**src/rtl/multi_word_pkg.sv**
```systemverilog
// Shared definitions for the multi-word shift-register family: serializer
// state encoding and a width helper used to size word counters.
package multi_word_pkg;

    localparam logic IDLE  = 1'b0;
    localparam logic SHIFT = 1'b1;

    // Bits needed to index n words; never less than 1 so that a 1-word frame
    // still gets a legal counter.
    function automatic int clog2_min1(input int n);
        int bits;
        bits = 0;
        while ((1 << bits) < n) begin
            bits++;
        end
        return (bits < 1) ? 1 : bits;
    endfunction

endpackage

```
**src/rtl/multi_word_load_shift_register.sv**
```systemverilog
// POSITIONS x WIDTH register with parallel load, shift toward word 0 with zero
// fill at the top, and synchronous clear. Load takes priority over shift.
module multi_word_load_shift_register #(
    parameter int POSITIONS = 8,
    parameter int WIDTH     = 8
) (
    input  logic                       clk,
    input  logic                       rst,
    input  logic                       load,
    input  logic                       shift,
    input  logic [POSITIONS*WIDTH-1:0] pin,
    output logic [WIDTH-1:0]           word0
);

    logic [POSITIONS-1:0][WIDTH-1:0] r_words;

    // NOTE: every word is cleared on reset so a stale frame can never leak
    // out as so after a reset; the register is small enough that this costs
    // nothing worth avoiding.
    // NOTE: sequential state is written with <= so every word samples the
    // pre-edge value of its neighbour; = here would smear one word down the
    // whole register in a single cycle.
    always_ff @(posedge clk) begin
        if (rst) begin
            r_words <= '0;
        end else if (load) begin
            r_words <= pin;
        end else if (shift) begin
            // A logical right shift by one word moves word i+1 into word i
            // and zero-fills the top word, including the POSITIONS=1 case.
            r_words <= r_words >> WIDTH;
        end
    end

    assign word0 = r_words[0];

endmodule

```
**src/rtl/multi_word_frame_serializer.sv**
```systemverilog
// Parallel-in, serial-out frame serializer: captures POSITIONS words in one
// handshake and streams them out word 0 first with first/last markers.
module multi_word_frame_serializer
    import multi_word_pkg::*;
#(
    parameter int POSITIONS = 8,
    parameter int WIDTH     = 8
) (
    input  logic                       clk,
    input  logic                       rst,
    input  logic [POSITIONS*WIDTH-1:0] frame_in,
    input  logic                       frame_valid,
    output logic                       frame_ready,
    output logic [WIDTH-1:0]           so,
    output logic                       so_valid,
    input  logic                       so_ready,
    output logic                       so_first,
    output logic                       so_last,
    output logic                       busy
);

    localparam int IDX_W = clog2_min1(POSITIONS);
    localparam logic [IDX_W-1:0] LAST_IDX = IDX_W'(POSITIONS - 1);

    logic             r_state;
    logic [IDX_W-1:0] r_idx;

    logic             w_state_nxt;
    logic [IDX_W-1:0] w_idx_nxt;
    logic             w_load;
    logic             w_beat;
    logic             w_shift;
    logic             w_at_last;
    logic [WIDTH-1:0] w_word0;

    assign so_valid  = (r_state == SHIFT);
    assign busy      = so_valid;
    assign w_at_last = (r_idx == LAST_IDX);
    assign so_first  = so_valid && (r_idx == '0);
    assign so_last   = so_valid && w_at_last;

    // Ready again on the closing beat of a frame so frames can run back to
    // back without an idle cycle between them.
    assign frame_ready = !rst && (!so_valid || (so_ready && so_last));

    assign w_load  = frame_valid && frame_ready;
    assign w_beat  = so_valid && so_ready;
    assign w_shift = w_beat && !w_load;

    // NOTE: both next-state signals get a default before any branch, so no
    // path through this block leaves them unassigned and no latch is inferred.
    always_comb begin
        w_state_nxt = r_state;
        w_idx_nxt   = r_idx;
        if (w_load) begin
            w_state_nxt = SHIFT;
            w_idx_nxt   = '0;
        end else if (w_beat) begin
            if (w_at_last) begin
                w_state_nxt = IDLE;
                w_idx_nxt   = '0;
            end else begin
                w_idx_nxt = r_idx + IDX_W'(1);
            end
        end
    end

    always_ff @(posedge clk) begin
        if (rst) begin
            r_state <= IDLE;
            r_idx   <= '0;
        end else begin
            r_state <= w_state_nxt;
            r_idx   <= w_idx_nxt;
        end
    end

    multi_word_load_shift_register #(
        .POSITIONS(POSITIONS),
        .WIDTH    (WIDTH)
    ) u_shift_reg (
        .clk  (clk),
        .rst  (rst),
        .load (w_load),
        .shift(w_shift),
        .pin  (frame_in),
        .word0(w_word0)
    );

    // Gating by so_valid keeps so at 0 whenever the stream is idle.
    assign so = so_valid ? w_word0 : '0;

endmodule

```
**config.mk**
```make
export PLATFORM = sky130hd
export DESIGN_NAME = multi_word_frame_serializer
export DESIGN_NICKNAME = d
export VERILOG_FILES = /design/src/rtl/multi_word_pkg.sv /design/src/rtl/multi_word_load_shift_register.sv /design/src/rtl/multi_word_frame_serializer.sv
export SDC_FILE = /design/constraint.sdc
export NUM_CORES = 1
export LEC_CHECK = 0
export BUFFER_PORTS_ARGS = -buffer_cell sky130_fd_sc_hd__buf_2
export CORE_MARGIN = 3
export CORE_UTILIZATION = 57
export DETAILED_ROUTE_END_ITERATION = 10
export HOLD_SLACK_MARGIN = 0.12
export PLACE_DENSITY = 0.87
export SLEW_MARGIN = 20
export SYNTH_ARGS = -nofsm -noshare
export SYNTH_HDL_FRONTEND = slang
export SYNTH_SLANG_ARGS = --single-unit
```
**constraint.sdc**
```tcl
create_clock -name clk -period 5.8 [get_ports clk]
set_clock_uncertainty 0.1 [all_clocks]
set_input_delay 1.16 -clock clk [delete_from_list [all_inputs] [get_ports clk]]
set_output_delay 1.16 -clock clk [all_outputs]
set_load 0.03 [all_outputs]
```
; Word-level counts from Yosys, hierarchy flattened
; Cells that the tools add are included.
[word_totals]
reg_bits = 68
inputBits = 68
word_cells = 36
out_inout_bits = 13
[op_classes]
reduce_logical = 17
n_mux = 7
n_addsub = 1
n_eq_ne = 1
[op_table]
columns = cell, count
row1 = 2-to-1 mux 64 bit, 2
row2 = 2-to-1 mux 8 bit, 1
row3 = logical AND 1 bit, 7
row4 = nonzero test 2 bit, 3
row5 = adder 3 x 1 -> 3 bit (second input constant), 1
row6 = equality test 3 bit (second input constant), 1
row7 = logical NOT 1 bit, 3
row8 = logical NOT 3 bit, 1
row9 = 2-to-1 mux 1 bit, 3
row10 = 2-to-1 mux 3 bit, 1
row11 = AND reduction 2 bit, 1
row12 = OR reduction 2 bit, 1
row13 = logical OR 1 bit, 1

; Depth between registers and ports, before layout
[depth]
depth_word = 10
ltp_mapped = 8
depth_no_buf = 5

; Hierarchy
; From an unflattened synthesis, not the netlist that was laid out.
[unflattened]
hier_cells = 334
area_unflattened_um2 = 3349.5
[by_module_without_submodules]
columns = module, area_each_um2, seq_area_each_um2, instances, cells_per_inst
row1 = multi_word_load_shift_register, 2995.4, 1281.2, 1, 293
row2 = multi_word_frame_serializer, 354.1, 80.1, 1, 41

; Least setup slack after synthesis
; OpenSTA, ideal clock, no wires.
[synth_path]
path_type = input to output
startpoint = in rst
endpoint = out frame_ready
n_path_buf = 2
setup_slack_ns = 2.567
arrival_ns = 1.973
stages = 3
required_ns = 4.540
path_cell_list = clkbuf_1 -> clkbuf_1 -> nor2_1
[synth_between]
elab_chain_cells = 2
[synth_lines]
columns = element, line_no
row1 = start: declaration, multi_word_frame_serializer.sv:10  ; input logic rst,
row2 = logical NOT 1 bit, multi_word_frame_serializer.sv:44  ; assign frame_ready = !rst && (!so_valid || (so_ready && so_last));
row3 = logical AND 1 bit, multi_word_frame_serializer.sv:44
row4 = end: declaration, multi_word_frame_serializer.sv:13  ; output logic frame_ready,
; No other way between the ends.

; Worst setup path after layout
[layout_path]
startpoint = in so_ready
endpoint = reg u_shift_reg.r_words[10] (netlist name)
[layout_between]
elab_chain_cells = 7
word_cells_on_any_way = 9
cone_classes = mux: 1 / reduce/logical: 8
[layout_lines]
columns = element, line_no
row1 = start: declaration, multi_word_frame_serializer.sv:16  ; input logic so_ready,
row2 = logical AND 1 bit, multi_word_frame_serializer.sv:44
row3 = logical OR 1 bit, multi_word_frame_serializer.sv:44
row4 = logical AND 1 bit, multi_word_frame_serializer.sv:44
row5 = logical AND 1 bit, multi_word_frame_serializer.sv:46  ; assign w_load = frame_valid && frame_ready;
row6 = logical NOT 1 bit, multi_word_frame_serializer.sv:48  ; assign w_shift = w_beat && !w_load;
row7 = logical AND 1 bit, multi_word_frame_serializer.sv:48
row8 = nonzero test 2 bit (no line), --
row9 = end signal: assignment, multi_word_load_shift_register.sv:27  ; r_words <= pin;
row10 = end signal: assignment, multi_word_load_shift_register.sv:31  ; r_words <= r_words >> WIDTH;
row11 = end: declaration, multi_word_load_shift_register.sv:15  ; logic [POSITIONS-1:0][WIDTH-1:0] r_words;
; Parallel ways exist; a longest one is shown, timed or not.
; A chain may end at the register's enable or synchronous reset.

==> impl_metrics.csv <==
group,metric,value,unit
pwr,power_leakage,1.95,nW
timing,maxSlewViolCount,0,
pwr,vdd_drop_max,176,uV
cells_and_area,n_antenna_cell,0,
synthesis,synth_seq_cells,68,
route,wl_met3,620,microns
route,top_layer,"met4",
cells_and_area,drive_gt1_frac,0.240,
placement,dp_cells,491,
grt,grt_max_degree,63,
cells_and_area,final_nets,501,
floorplan,pin_count,81,
synthesis,synth_edf_count,0,
timing,worst_pin_slew,1.11,ns
synthesis,synth_cell_type_count,23,
placement,port_buffers,80,
route,wl_per_cell,16.2,microns
timing,finalHoldViolCount,0,
cts,clock_sinks,68,
cts,ctsHtreeMaxLevel,3,
cts,tritoncts,"yes",
cts,ctsResizeCount,0,
synthesis,synth_warnings,0,
cts,clkTransAtPathRegs,0.07,ns
cts,post_cts_buffers,0,
route,drtAntennaViolNets,0,
route,wl_met2,3920,microns
timing,fmax,0.317,GHz
pwr,totalPowerFinal,0.00106,W
worst_setup_path,slowest_delay,0.99,ns
grt,grt_pass1_vias,2915,
placement,placed_area,3660,sq um
synthesis,syn_avg_cell_area,8.76,sq um
route,finalWirelength,8220,microns
placement,place_congestion,0.773,
worst_setup_path,critPathSlowestCell,"and2_2",
timing,setup_viol,0,
worst_setup_path,cp.required,5.88,ns
synthesis,ys_seq_area_frac,0.408,
pwr,power.density,276,nW/um^2
synthesis,yosys-top-cells-area,"dfxtp_1 (41%), a221oi_1 (15%), a211oi_1 (13%)",
route,vias_per_cell,6.24,
route,dr.pass1.iters,5,
route,drt_iter0_drc,333,
placement,dp_hpwl,4960,microns
cts,cts_hold_buf,0,
cts,clockBufferDepth,2,
synthesis,synth_largest_area_cell,"dfxtp_1",
floorplan,die_area,6810,sq um
run,cap_violations,0,
cells_and_area,final_cells,506,
hold_path,hold_path.class,"flop to flop",
cts,cts_root_buffer,"clkbuf_8",
synthesis,synth.cell_area,3340,sq um
worst_setup_path,crit_chain,"buf_2 -> a21bo_2 -> buf_4 -> and2_2 -> a211oi_1",
route,drc,0,
route,wl_met1,3520,microns
cts,cts_buffers,9,
worst_setup_path,worstPathMaxFanout,59,
grt,grt_usage,0.253,
synthesis,syn_nets,452,
worst_setup_path,critPathLaunchType,"input pin",
cells_and_area,postLayoutCellArea,3860,sq um
timing,relSlewSlack,0.262,
worst_setup_path,arrival,3.23,ns
cells_and_area,area_growth,15.5,%
floorplan,coreArea,5570,sq um
grt,grt.overflow.total,0,
grt,grt_pass1_wl,13400,microns
floorplan,die_y,82.5,microns
worst_setup_path,worst-setup-path-type,"input pin to flop",
worst_setup_path,end_kind,"flop",
synthesis,syn_inst,381,
timing,finalCritPeriodShare,0.543,
outcome,outcome,"completed",
grt,antenna_found_initial,0,
synthesis,async_flop_share,0,
synthesis,synth_top_area_share,0.408,
timing,setup-tns-final,0,ns
floorplan,rows,27,
floorplan,die_x,82.5,microns
timing,grt_setup_unrepaired,"no",
timing,holdWs,0.379,ns
cts,clk_latency,0.34,ns
route,via_count,3157,
timing,period_needed,3.15,ns
synthesis,synth-main-ff-cell,"dfxtp_1",
floorplan,start_util,0.599,
==> report_power, final <==
group	internal [W]	switching [W]
clock network	0.000199	0.000171
logic	0.0000737	0.0000968
registers	0.000504	0.0000199
==> cells in the mapped netlist, drive strengths merged (2+ instances only) <==
cell and instances:
and3 56, nand2 2, inv 58, clkbuf 36, dfxtp 68, and2 10
a211oi 57, mux2i 2, nor3 3, nor2 5, a221oi 56, ha 3
buf 11, a22o 8
==> path summary, 6_finish.rpt <==
| kind | startpoint | cells past startpoint | slack (ns) | endpoint |
|---|---|---|---|---|
| worst max-delay path | so_ready | 5 | 2.65 | u_shift_reg.r_words[10] |
| worst min-delay path | u_shift_reg.r_words[62] | 1 | 0.38 | u_shift_reg.r_words[62] |
| worst max register to register | r_idx[0] | 6 | 2.91 | u_shift_reg.r_words[10] |
| worst min register to register | u_shift_reg.r_words[62] | 1 | 0.38 | u_shift_reg.r_words[62] |
==> routing by layer <==
metal | vias up | GRT usage
li1 | 1513 | -
met1 | 1495 | 0.335
met2 | 135 | 0.405
met3 | 14 | 0.0423
met4 | 0 | 0.109
met5 | - | 0
==> state kept, by name (all words and copies together), names as in the netlist <==
name and cells:
u_shift_reg.word0 8, u_shift_reg.r_words 56, busy 1, r_idx 3
==> stage by stage <==
step                      utilization  setup WS [ns]
after floorplan                     -           2.57
after global placement          0.657           2.40
after detailed placement        0.657           2.37
after CTS                       0.691           2.69
after global routing            0.692           2.51
final                           0.692           2.65
==> final cells by class <==
type	count	area [sq um]
fill	477	1720
tap	72	90.1
clock buffer	14	183
clock inverter	1	5.00
sequential	68	1360
multi-input combinational	208	1560
inverter	58	218
timing repair buffer	85	438
==> critical path, delay by kind of cell <==
family	cells	cell delay, ns
buf+inv	2	0.66
simple gates	1	0.99
compound gates	2	0.36
==> layout by cell type, fill, tap and decap left out <==
cell | synthesis | routed
nand2_4 | 0 | 1
and2_2 | 0 | 1
dfxtp_2 | 0 | 1
dfxtp_1 | 68 | 67
inv_1 | 58 | 58
clkbuf_1 | 36 | 1
mux2i_1 | 2 | 2
nor3_1 | 3 | 3
a22o_1 | 8 | 8
a21bo_2 | 0 | 1
clkbuf_8 | 0 | 13
a21oi_1 | 1 | 1
a21boi_1 | 1 | 1
a211oi_1 | 57 | 57
buf_4 | 1 | 5
clkinv_2 | 0 | 1
and4b_1 | 1 | 1
ha_1 | 3 | 3
nor3b_2 | 1 | 1
and2_1 | 10 | 9
and3_1 | 56 | 56
buf_2 | 5 | 80
nand2_1 | 2 | 1
nor2b_1 | 1 | 1
a221oi_1 | 56 | 56
nor2_1 | 5 | 5
==> cell families after synthesis <==
kind of cell,synth area share
and+or+nand+nor,0.145
adders and majority gates,0.0112
AOI/OAI and AO/OA,0.303
buffers and inverters,0.128
DFF,0.408
muxes,0.00599
(Power assumes the default switching activity.)
